--- src/rtl/viterbi_pkg.sv ---
// rtl/viterbi_pkg.sv - shared constants and trellis helpers for the 4-state Viterbi decoder
package viterbi_pkg;

    localparam int N_STATES     = 4;
    localparam int PM_W_DEF     = 7;
    localparam int INIT_BIG_DEF = 32;

    // ns = {u, s[1]}, so the two predecessors of ns differ only in their LSB
    function automatic logic [1:0] pred(input logic [1:0] ns, input logic k);
        return {ns[0], k};
    endfunction

endpackage

--- src/rtl/acs_butterfly.sv ---
// rtl/acs_butterfly.sv - compare-select for the two next states that share one predecessor pair
module acs_butterfly
    import viterbi_pkg::*;
#(
    parameter int PM_W = PM_W_DEF
) (
    input  logic [PM_W-1:0] lo_c0_i,
    input  logic [PM_W-1:0] lo_c1_i,
    input  logic [PM_W-1:0] hi_c0_i,
    input  logic [PM_W-1:0] hi_c1_i,
    output logic [PM_W-1:0] lo_surv_o,
    output logic [PM_W-1:0] hi_surv_o,
    output logic            lo_dec_o,
    output logic            hi_dec_o
);

    // strict compare: a tie keeps predecessor k=0
    assign lo_dec_o  = (lo_c1_i < lo_c0_i);
    assign hi_dec_o  = (hi_c1_i < hi_c0_i);
    assign lo_surv_o = lo_dec_o ? lo_c1_i : lo_c0_i;
    assign hi_surv_o = hi_dec_o ? hi_c1_i : hi_c0_i;

endmodule

--- src/rtl/acs_unit.sv ---
// rtl/acs_unit.sv - add-compare-select stage with frame restart; optional ACS_NORM_EN metric normalisation
module acs_unit
    import viterbi_pkg::*;
#(
    parameter int PM_W      = PM_W_DEF,
    parameter int FRAME_LEN = 24,
    parameter int INIT_BIG  = INIT_BIG_DEF,
    parameter int NORM_TH   = 64
) (
    input  logic                 clk,
    input  logic                 rst,
    input  logic                 in_valid,
    output logic                 in_ready,
    input  logic [8*PM_W-1:0]    cand_pm,
    output logic [4*PM_W-1:0]    pm_out,
    output logic                 out_valid,
    input  logic                 out_ready,
    output logic [3:0]           dec_out,
    output logic [1:0]           best_state,
    output logic                 out_last
);

    localparam int CNT_W = (FRAME_LEN > 1) ? $clog2(FRAME_LEN) : 1;

`ifdef ACS_NORM_EN
    localparam bit PARAMS_OK = (NORM_TH > 0) && (NORM_TH < 2**PM_W) && (INIT_BIG < 2**PM_W);
`else
    localparam bit PARAMS_OK = (FRAME_LEN*2 + INIT_BIG < 2**PM_W) && (NORM_TH > 0);
`endif

    function automatic logic [PM_W-1:0] init_pm(input logic [1:0] s);
        return (s == 2'd0) ? '0 : PM_W'(INIT_BIG);
    endfunction

    logic [PM_W-1:0]  pm_q   [N_STATES];
    logic [PM_W-1:0]  pm_d   [N_STATES];
    logic [PM_W-1:0]  cand_eff [2*N_STATES];
    logic [PM_W-1:0]  surv   [N_STATES];
    logic [PM_W-1:0]  norm   [N_STATES];
    logic [PM_W-1:0]  best_v;
    logic [1:0]       best_idx;
    logic [3:0]       dec_sel;
    logic [3:0]       dec_q, dec_d;
    logic [1:0]       best_q, best_d;
    logic             valid_q, valid_d;
    logic             last_q, last_d;
    logic [CNT_W-1:0] cnt_q, cnt_d;
    logic             accept, drain, restart;

    assign in_ready = !valid_q || out_ready;
    assign accept   = in_valid && in_ready;
    assign drain    = valid_q && out_ready;
    assign restart  = drain && last_q;

    // On a restart edge the candidates were built from the old frame's metrics;
    // swap that contribution for the initial metric, keeping the branch metric.
    always_comb begin
        logic [1:0]      p;
        logic [PM_W-1:0] raw;
        p   = '0;
        raw = '0;
        for (int ns = 0; ns < N_STATES; ns++) begin
            for (int k = 0; k < 2; k++) begin
                raw = cand_pm[(2*ns+k)*PM_W +: PM_W];
                p   = pred(2'(ns), 1'(k));
                cand_eff[2*ns+k] = restart ? (raw - pm_q[p] + init_pm(p)) : raw;
            end
        end
    end

    acs_butterfly #(.PM_W(PM_W)) u_bf_even (
        .lo_c0_i   (cand_eff[0]),
        .lo_c1_i   (cand_eff[1]),
        .hi_c0_i   (cand_eff[4]),
        .hi_c1_i   (cand_eff[5]),
        .lo_surv_o (surv[0]),
        .hi_surv_o (surv[2]),
        .lo_dec_o  (dec_sel[0]),
        .hi_dec_o  (dec_sel[2])
    );

    acs_butterfly #(.PM_W(PM_W)) u_bf_odd (
        .lo_c0_i   (cand_eff[2]),
        .lo_c1_i   (cand_eff[3]),
        .hi_c0_i   (cand_eff[6]),
        .hi_c1_i   (cand_eff[7]),
        .lo_surv_o (surv[1]),
        .hi_surv_o (surv[3]),
        .lo_dec_o  (dec_sel[1]),
        .hi_dec_o  (dec_sel[3])
    );

    // Uniform subtraction keeps the ordering, so the argmin is taken before it
    always_comb begin
        best_v   = surv[0];
        best_idx = 2'd0;
        for (int s = 1; s < N_STATES; s++) begin
            if (surv[s] < best_v) begin
                best_v   = surv[s];
                best_idx = 2'(s);
            end
        end
        for (int s = 0; s < N_STATES; s++) begin
            norm[s] = surv[s];
        end
`ifdef ACS_NORM_EN
        if (best_v >= PM_W'(NORM_TH)) begin
            for (int s = 0; s < N_STATES; s++) begin
                norm[s] = surv[s] - PM_W'(NORM_TH);
            end
        end
`endif
    end

    always_comb begin
        for (int s = 0; s < N_STATES; s++) begin
            pm_d[s] = pm_q[s];
        end
        dec_d   = dec_q;
        best_d  = best_q;
        last_d  = last_q;
        cnt_d   = cnt_q;
        valid_d = valid_q;
        if (accept) begin
            for (int s = 0; s < N_STATES; s++) begin
                pm_d[s] = norm[s];
            end
            dec_d   = dec_sel;
            best_d  = best_idx;
            valid_d = 1'b1;
            last_d  = (cnt_q == CNT_W'(FRAME_LEN-1));
            cnt_d   = (cnt_q == CNT_W'(FRAME_LEN-1)) ? '0 : cnt_q + 1'b1;
        end else begin
            if (drain) begin
                valid_d = 1'b0;
            end
            if (restart) begin
                for (int s = 0; s < N_STATES; s++) begin
                    pm_d[s] = init_pm(2'(s));
                end
            end
        end
    end

    always_ff @(posedge clk or negedge rst) begin
        if (!rst) begin
            for (int s = 0; s < N_STATES; s++) begin
                pm_q[s] <= init_pm(2'(s));
            end
            dec_q   <= '0;
            best_q  <= '0;
            valid_q <= 1'b0;
            last_q  <= 1'b0;
            cnt_q   <= '0;
        end else begin
            for (int s = 0; s < N_STATES; s++) begin
                pm_q[s] <= pm_d[s];
            end
            dec_q   <= dec_d;
            best_q  <= best_d;
            valid_q <= valid_d;
            last_q  <= last_d;
            cnt_q   <= cnt_d;
        end
    end

    always_comb begin
        for (int s = 0; s < N_STATES; s++) begin
            pm_out[s*PM_W +: PM_W] = pm_q[s];
        end
    end

    assign out_valid  = valid_q;
    assign dec_out    = dec_q;
    assign best_state = best_q;
    assign out_last   = last_q;

    assert property (@(posedge clk) PARAMS_OK)
        else $error("acs_unit: parameters do not fit the metric width");

endmodule

--- config.mk ---
export PLATFORM = sky130hd
export DESIGN_NAME = acs_unit
export DESIGN_NICKNAME = d
export VERILOG_FILES = /design/src/rtl/viterbi_pkg.sv /design/src/rtl/acs_butterfly.sv /design/src/rtl/acs_unit.sv
export SDC_FILE = /design/constraint.sdc
export NUM_CORES = 1
export LEC_CHECK = 0
export CORE_MARGIN = 1
export CORE_UTILIZATION = 45
export CTS_CLUSTER_DIAMETER = 100
export DETAILED_ROUTE_END_ITERATION = 8
export PLACE_DENSITY = 0.71
export SETUP_SLACK_MARGIN = 0.4
export SYNTH_ARGS = -nofsm -noshare
export SYNTH_HDL_FRONTEND = slang
export SYNTH_SLANG_ARGS = --single-unit
--- constraint.sdc ---
create_clock -name clk -period 16.19 [get_ports clk]
set_clock_uncertainty 0.05 [all_clocks]
set_input_delay 4.857 -clock clk [delete_from_list [all_inputs] [get_ports clk]]
set_output_delay 4.857 -clock clk [all_outputs]
set_load 0.1 [all_outputs]
### Yosys cells after proc, flatten, opt, wreduce, memory -nomap -nowiden

Index checks and enable logic that the tools add are counted.

* flip-flop bits (word level): 41
* input bits: 60
* output and inout port bits: 37
* word-level logic and storage cells: 61

* add/sub/neg operators: 15
* $lt $le $gt $ge: 7
* equality and inequality tests: 1
* muxes and demuxes: 22
* reductions and logical operators: 7

Operator list (number)
* $mux 7: 14
* $mux 28: 2
* $sub 7x7->7: 8
* $lt 7x7->1: 7
* $add 7x6->7 const B: 6
* $add 5x1->5 const B: 1
* $eq 5x5->1 const B: 1
* $mux 5: 1
* $mux 2: 2
* $reduce_bool 2->1: 2
* $logic_and 1x1->1: 3
* $mux 1: 3
* $logic_not 1->1: 1
* $logic_or 1x1->1: 1

### Depth between registers and ports, before layout

* word-level depth: 11
* mapped depth: 43
* depth with buffers taken out: 41

### Cells and area by module

A second synthesis with hierarchy kept.

* cell total of the unflattened synthesis: 727
* area total of the unflattened synthesis: 5901.9 sq um

By module, submodules not included
* acs_unit: instances 1, cells each 607, area each 4921.0 sq um, seq. area each 1029.7 sq um
* acs_butterfly: instances 2, cells each 60, area each 490.5 sq um, seq. area each 0.0 sq um

### Worst setup path before layout

OpenSTA, ideal clock, no wires.

* kind: input port to flip-flop
* start: in out_ready
* end: reg best_q[1], in the netlist best_state[1]
* setup time: 0.067 ns
* data arrival time: 12.178 ns
* data required time: 16.073 ns
* setup slack: 3.895 ns
* stages on the path: 42
* path buffers: 8
* cell sequence: nand3_1 buf_2 buf_2 buf_4 clkbuf_1 clkbuf_1 buf_1 a21oi_1 ha_1 o21ai_0 nand2b_1 a21oi_1 a21oi_1 maj3_1 a21o_2 clkbuf_1 a21oi_1 inv_1 [6 not listed] inv_1 ha_1 a21o_1 a21o_1 a21oi_1 o21ai_0 o21a_1 buf_6 mux2i_1 ha_1 a21o_1 a21oi_1 nor2b_1 o21ai_0 and3_1 o21ai_0 o21ai_0 o22a_1

* cells in the longest elaborated chain, start to end: 11
* elaborated cells between the ends (all ways): 27
* classes of those cells: 7 x order compare; 16 x mux; 4 x reduce/logical

RTL lines
* start, declared: line acs_unit.sv:17 `input logic out_ready,`
* $logic_and 1x1->1: line acs_unit.sv:52 `assign drain = valid_q && out_ready;`
* $logic_and 1x1->1: line acs_unit.sv:53 `assign restart = drain && last_q;`
* $mux 7: line acs_unit.sv:66 `cand_eff[2*ns+k] = restart ? (raw - pm_q[p] + init_pm(p)) : raw;`
* $lt 7x7->1: line acs_butterfly.sv:18 `assign lo_dec_o = (lo_c1_i < lo_c0_i);`
* $mux 7: line acs_butterfly.sv:20 `assign lo_surv_o = lo_dec_o ? lo_c1_i : lo_c0_i;`
* $lt 7x7->1: line acs_unit.sv:98 `if (surv[s] < best_v) begin`
* $mux 7: line acs_unit.sv:98
* $lt 7x7->1: line acs_unit.sv:98
* $mux 7: line acs_unit.sv:98
* $lt 7x7->1: line acs_unit.sv:98
* $mux 2: line acs_unit.sv:98
* end signal, assigned: line acs_unit.sv:160 `best_q <= best_d;`
* end, declared: line acs_unit.sv:44 `logic [1:0] best_q, best_d;`

Parallel ways exist; a longest one is shown, timed or not.
A chain may end at the register's enable or synchronous reset.

### Final worst setup path

* start: in cand_pm[23]
* end: reg best_q[1], in the netlist best_state[1]

* cells in the longest elaborated chain, start to end: 11
* elaborated cells between the ends (all ways): 12
* classes of those cells: 2 x add/sub; 4 x order compare; 6 x mux

RTL lines
* start, declared: line acs_unit.sv:14 `input logic [8*PM_W-1:0] cand_pm,`
* $sub 7x7->7: line acs_unit.sv:66
* $add 7x6->7: line acs_unit.sv:66
* $mux 7 (*): line acs_unit.sv:66
* $lt 7x7->1: line acs_butterfly.sv:18
* $mux 7 (*): line acs_butterfly.sv:20
* $lt 7x7->1: line acs_unit.sv:98
* $mux 7 (*): line acs_unit.sv:98
* $lt 7x7->1: line acs_unit.sv:98
* $mux 7: line acs_unit.sv:98
* $lt 7x7->1: line acs_unit.sv:98
* $mux 2 (*): line acs_unit.sv:98

Every way passes the cells marked *; elsewhere a longest branch is shown, timed or not.

==> impl_metrics.env <==
export IMPL_critPathKind="primary input to flip-flop"
export IMPL_cts_hold_buf=0
export IMPL_area_growth_pct=20.4
export IMPL_powerDensity_mw_per_mm2=108
export IMPL_rows=42
export IMPL_synth_edff_count=0
export IMPL_r2r_end="best_state[1]$_DFFE_PN0P_"
export IMPL_rrSetupSlack_ps=7810
export IMPL_drc_errors=0
export IMPL_die_height_um=118
export IMPL_synth_flop_cell="dfrtp_1"
export IMPL_hold_path_class="flip-flop to flip-flop"
export IMPL_hold_path_startpoint="dec_out[1]$_DFFE_PN0P_"
export IMPL_critPathMaxFanout=10
export IMPL_rr_startpoint="pm_out[23]$_DFFE_PN0P_"
export IMPL_grt_overflow=0
export IMPL_clkPwrFrac_pct=12.7
export IMPL_ys_types=65
export IMPL_portBuffers=96
export IMPL_avgSynthCellArea_um2=8.07
export IMPL_antennaDiodeCount=0
export IMPL_grt_usage_pct=23.9
export IMPL_holdPathStages=2
export IMPL_wl_um=16200
export IMPL_cts_root_buf="clkbuf_16"
export IMPL_routedWlPerCell_um=16.0
export IMPL_holdPathEnd="dec_out[1]$_DFFE_PN0P_"
export IMPL_vdd_drop_max_v=0.000121
export IMPL_synth_commonest_cells="ha_1, inv_1, nand2_1"
export IMPL_h_tree_depth=2
export IMPL_leakage_uw=0.00359
export IMPL_start_util_pct=46.0
export IMPL_critPathSlowestCell="o32ai_4"
export IMPL_synth_area_mm2=0.00607
export IMPL_synth_seq_cells=41
export IMPL_period_minus_slack_ps=12930
export IMPL_power_switching_uw=405
export IMPL_vias_per_cell=5.54
export IMPL_drv_slew=0
export IMPL_finalWeightedCongestion=0.872
export IMPL_cp_required_ps=16370
export IMPL_worstMarginPinSlew_ps=993
export IMPL_cts_tree="yes"
export IMPL_crit_top_cell="a21o_1"
export IMPL_drive_above_1_share_pct=5.02
export IMPL_ff2ff_path_depth=40
export IMPL_antenna_found_initial=0
export IMPL_seq_power_share_pct=19.1
export IMPL_hpwlAfterDp_um=13000
export IMPL_fin_crit_sh_pct=79.9
export IMPL_first_pass_iters=5
export IMPL_p_sw_share_pct=51.4
export IMPL_grt_pass1_vias=5338
export IMPL_end_kind="flip-flop"
export IMPL_vias=5610
export IMPL_grt_max_degree=55
export IMPL_ys_warn_count=0
export IMPL_synth_top_area_cell="ha_1"
export IMPL_synth_async_sr_flop_share_pct=100
export IMPL_clk_pin_slew_ps=60
export IMPL_p_int_uw=383
export IMPL_netlist_area_leader_share_pct=23.9
export IMPL_postRouteAntennaNets=0
export IMPL_totalNegativeSetupSlack_ps=0
export IMPL_insertion_delay_ps=290
export IMPL_ios=97
export IMPL_yosysSeqAreaShare_pct=17.0
export IMPL_drt_iter0_drc=306
export IMPL_post_cts_setup_buffers=0
export IMPL_seq_area_mm2=0.00103
export IMPL_die_w_um=118
export IMPL_synth_area_top_cells="ha_1, dfrtp_1, inv_1"
export IMPL_synth_most_common_cell="ha_1"
export IMPL_finalHoldViolations=0
export IMPL_rsz0062_at_grt="false"
export IMPL_fill_cells=1235
export IMPL_die_area_mm2=0.0140
export IMPL_cp_slowest_stage_delay_ps=460
export IMPL_max_clock_path_buffers=2
export IMPL_final_setup_viol_count=0
export IMPL_final_nets=1019
export IMPL_multi_input_area_mm2=0.00460
export IMPL_cts_made_buffers=5
export IMPL_synth_nets=936
export IMPL_status="finished clean"
export IMPL_max_freq_mhz=77.3
export IMPL_final_util_pct=55.4
export IMPL_grt_pass1_wl_um=26500
export IMPL_coreArea_mm2=0.0132
export IMPL_cap_viol_max_count=0
export IMPL_syn_inst=752
export IMPL_start_kind="primary input"
export IMPL_slew_headroom_pct=33.8
export IMPL_cp_data_arrival_time_ps=13110
export IMPL_ctsResizeCount=0
export IMPL_power_share_combinational_pct=68.2
export IMPL_clock_sinks=41
-- sequential cells by signal, indices dropped and copies added, names as in the netlist --
name,cells
best_state,2
cnt_q,5
dec_out,4
out_last,1
out_valid,1
pm_out,28
-- cell usage in the layout, fill, tap and decap left out, types with 9 or more instances in the layout --
| master | instances |
|---|---|
| nand2_1 | 79 |
| ha_1 | 116 |
| xnor2_1 | 25 |
| inv_1 | 89 |
| o21a_1 | 9 |
| dfrtp_1 | 38 |
| mux2i_1 | 23 |
| a21o_1 | 30 |
| xor2_1 | 17 |
| nor2_1 | 43 |
| a211oi_1 | 11 |
| a21oi_1 | 56 |
| clkdlybuf4s50_1 | 95 |
| nor3_1 | 11 |
| o21ai_0 | 53 |
-- stage by stage --
step	instances	hold WS [ps]	power [µW]	setup slack, ps	instance area, µm²
final	1012	450	788	3260	7310
after global routing	1012	473	850	2580	7310
after CTS	1012	450	789	3320	7310
after detailed placement	1004	422	686	3030	7170
after global placement	1004	413	680	3260	7170
after floorplan	752	421	561	3900	6070
-- area by class of cell --
cell class / count / share of cell area [%]
multi-input cells: 598 / 62.9
flip-flops and latches: 41 / 14.1
repair buffers: 100 / 13.5
clock inverters: 3 / 0.240
inverters: 89 / 4.57
clock buffers: 5 / 1.71
well taps: 176 / 3.01
-- worst max-delay path: cells and delay by family --
kind | cells | cell delay [ps]
AND/OR/NAND/NOR | 7 | 850
adder cells (fa/ha/maj) | 6 | 1760
XOR/XNOR | 2 | 380
AO/OA/AOI/OAI | 21 | 4540
multiplexers | 1 | 170
buffers and inverters | 3 | 570
-- logic make-up after synthesis --
kind of cell	count (synthesis)	share of synthesized area, %
adders and majority gates	126	26.9
DFF	41	17.0
muxes	31	5.28
buffers and inverters	113	7.48
and+or+nand+nor	185	13.9
AOI/OAI and AO/OA	214	23.4
xor gates and xnor gates	42	6.06
-- power by group through the flow --
stage                     Combinational (µW)  Clock [µW]  Sequential, µW
after global placement                   528           0             152
after CTS                                538         101             150
final                                    538        99.8             151
after global routing                     591         106             154
after floorplan                          291           0             270
after detailed placement                 534           0             152
-- metal layers --
layer / GRT usage [%] / vias up / wire length, µm
met5: 0 / - / 0
met4: 3.85 / 0 / 139
met3: 3.19 / 10 / 826
met2: 40.0 / 127 / 7480
met1: 33.0 / 2641 / 7780
li1: - / 2832 / -
-- how the worst max path moves through the flow --
stage,startpoint,end,slack (ps),depth (start not counted)
after floorplan,out_ready,best_state[1]$_DFFE_PN0P_,3900,42
after global placement,cand_pm[23],best_state[1]$_DFFE_PN0P_,3260,40
after detailed placement,cand_pm[23],best_state[1]$_DFFE_PN0P_,3030,40
after CTS,cand_pm[23],best_state[1]$_DFFE_PN0P_,3320,40
after global routing,cand_pm[23],best_state[1]$_DFFE_PN0P_,2580,40
final,cand_pm[23],best_state[1]$_DFFE_PN0P_,3260,40
Power figures use the tool's default switching activity.
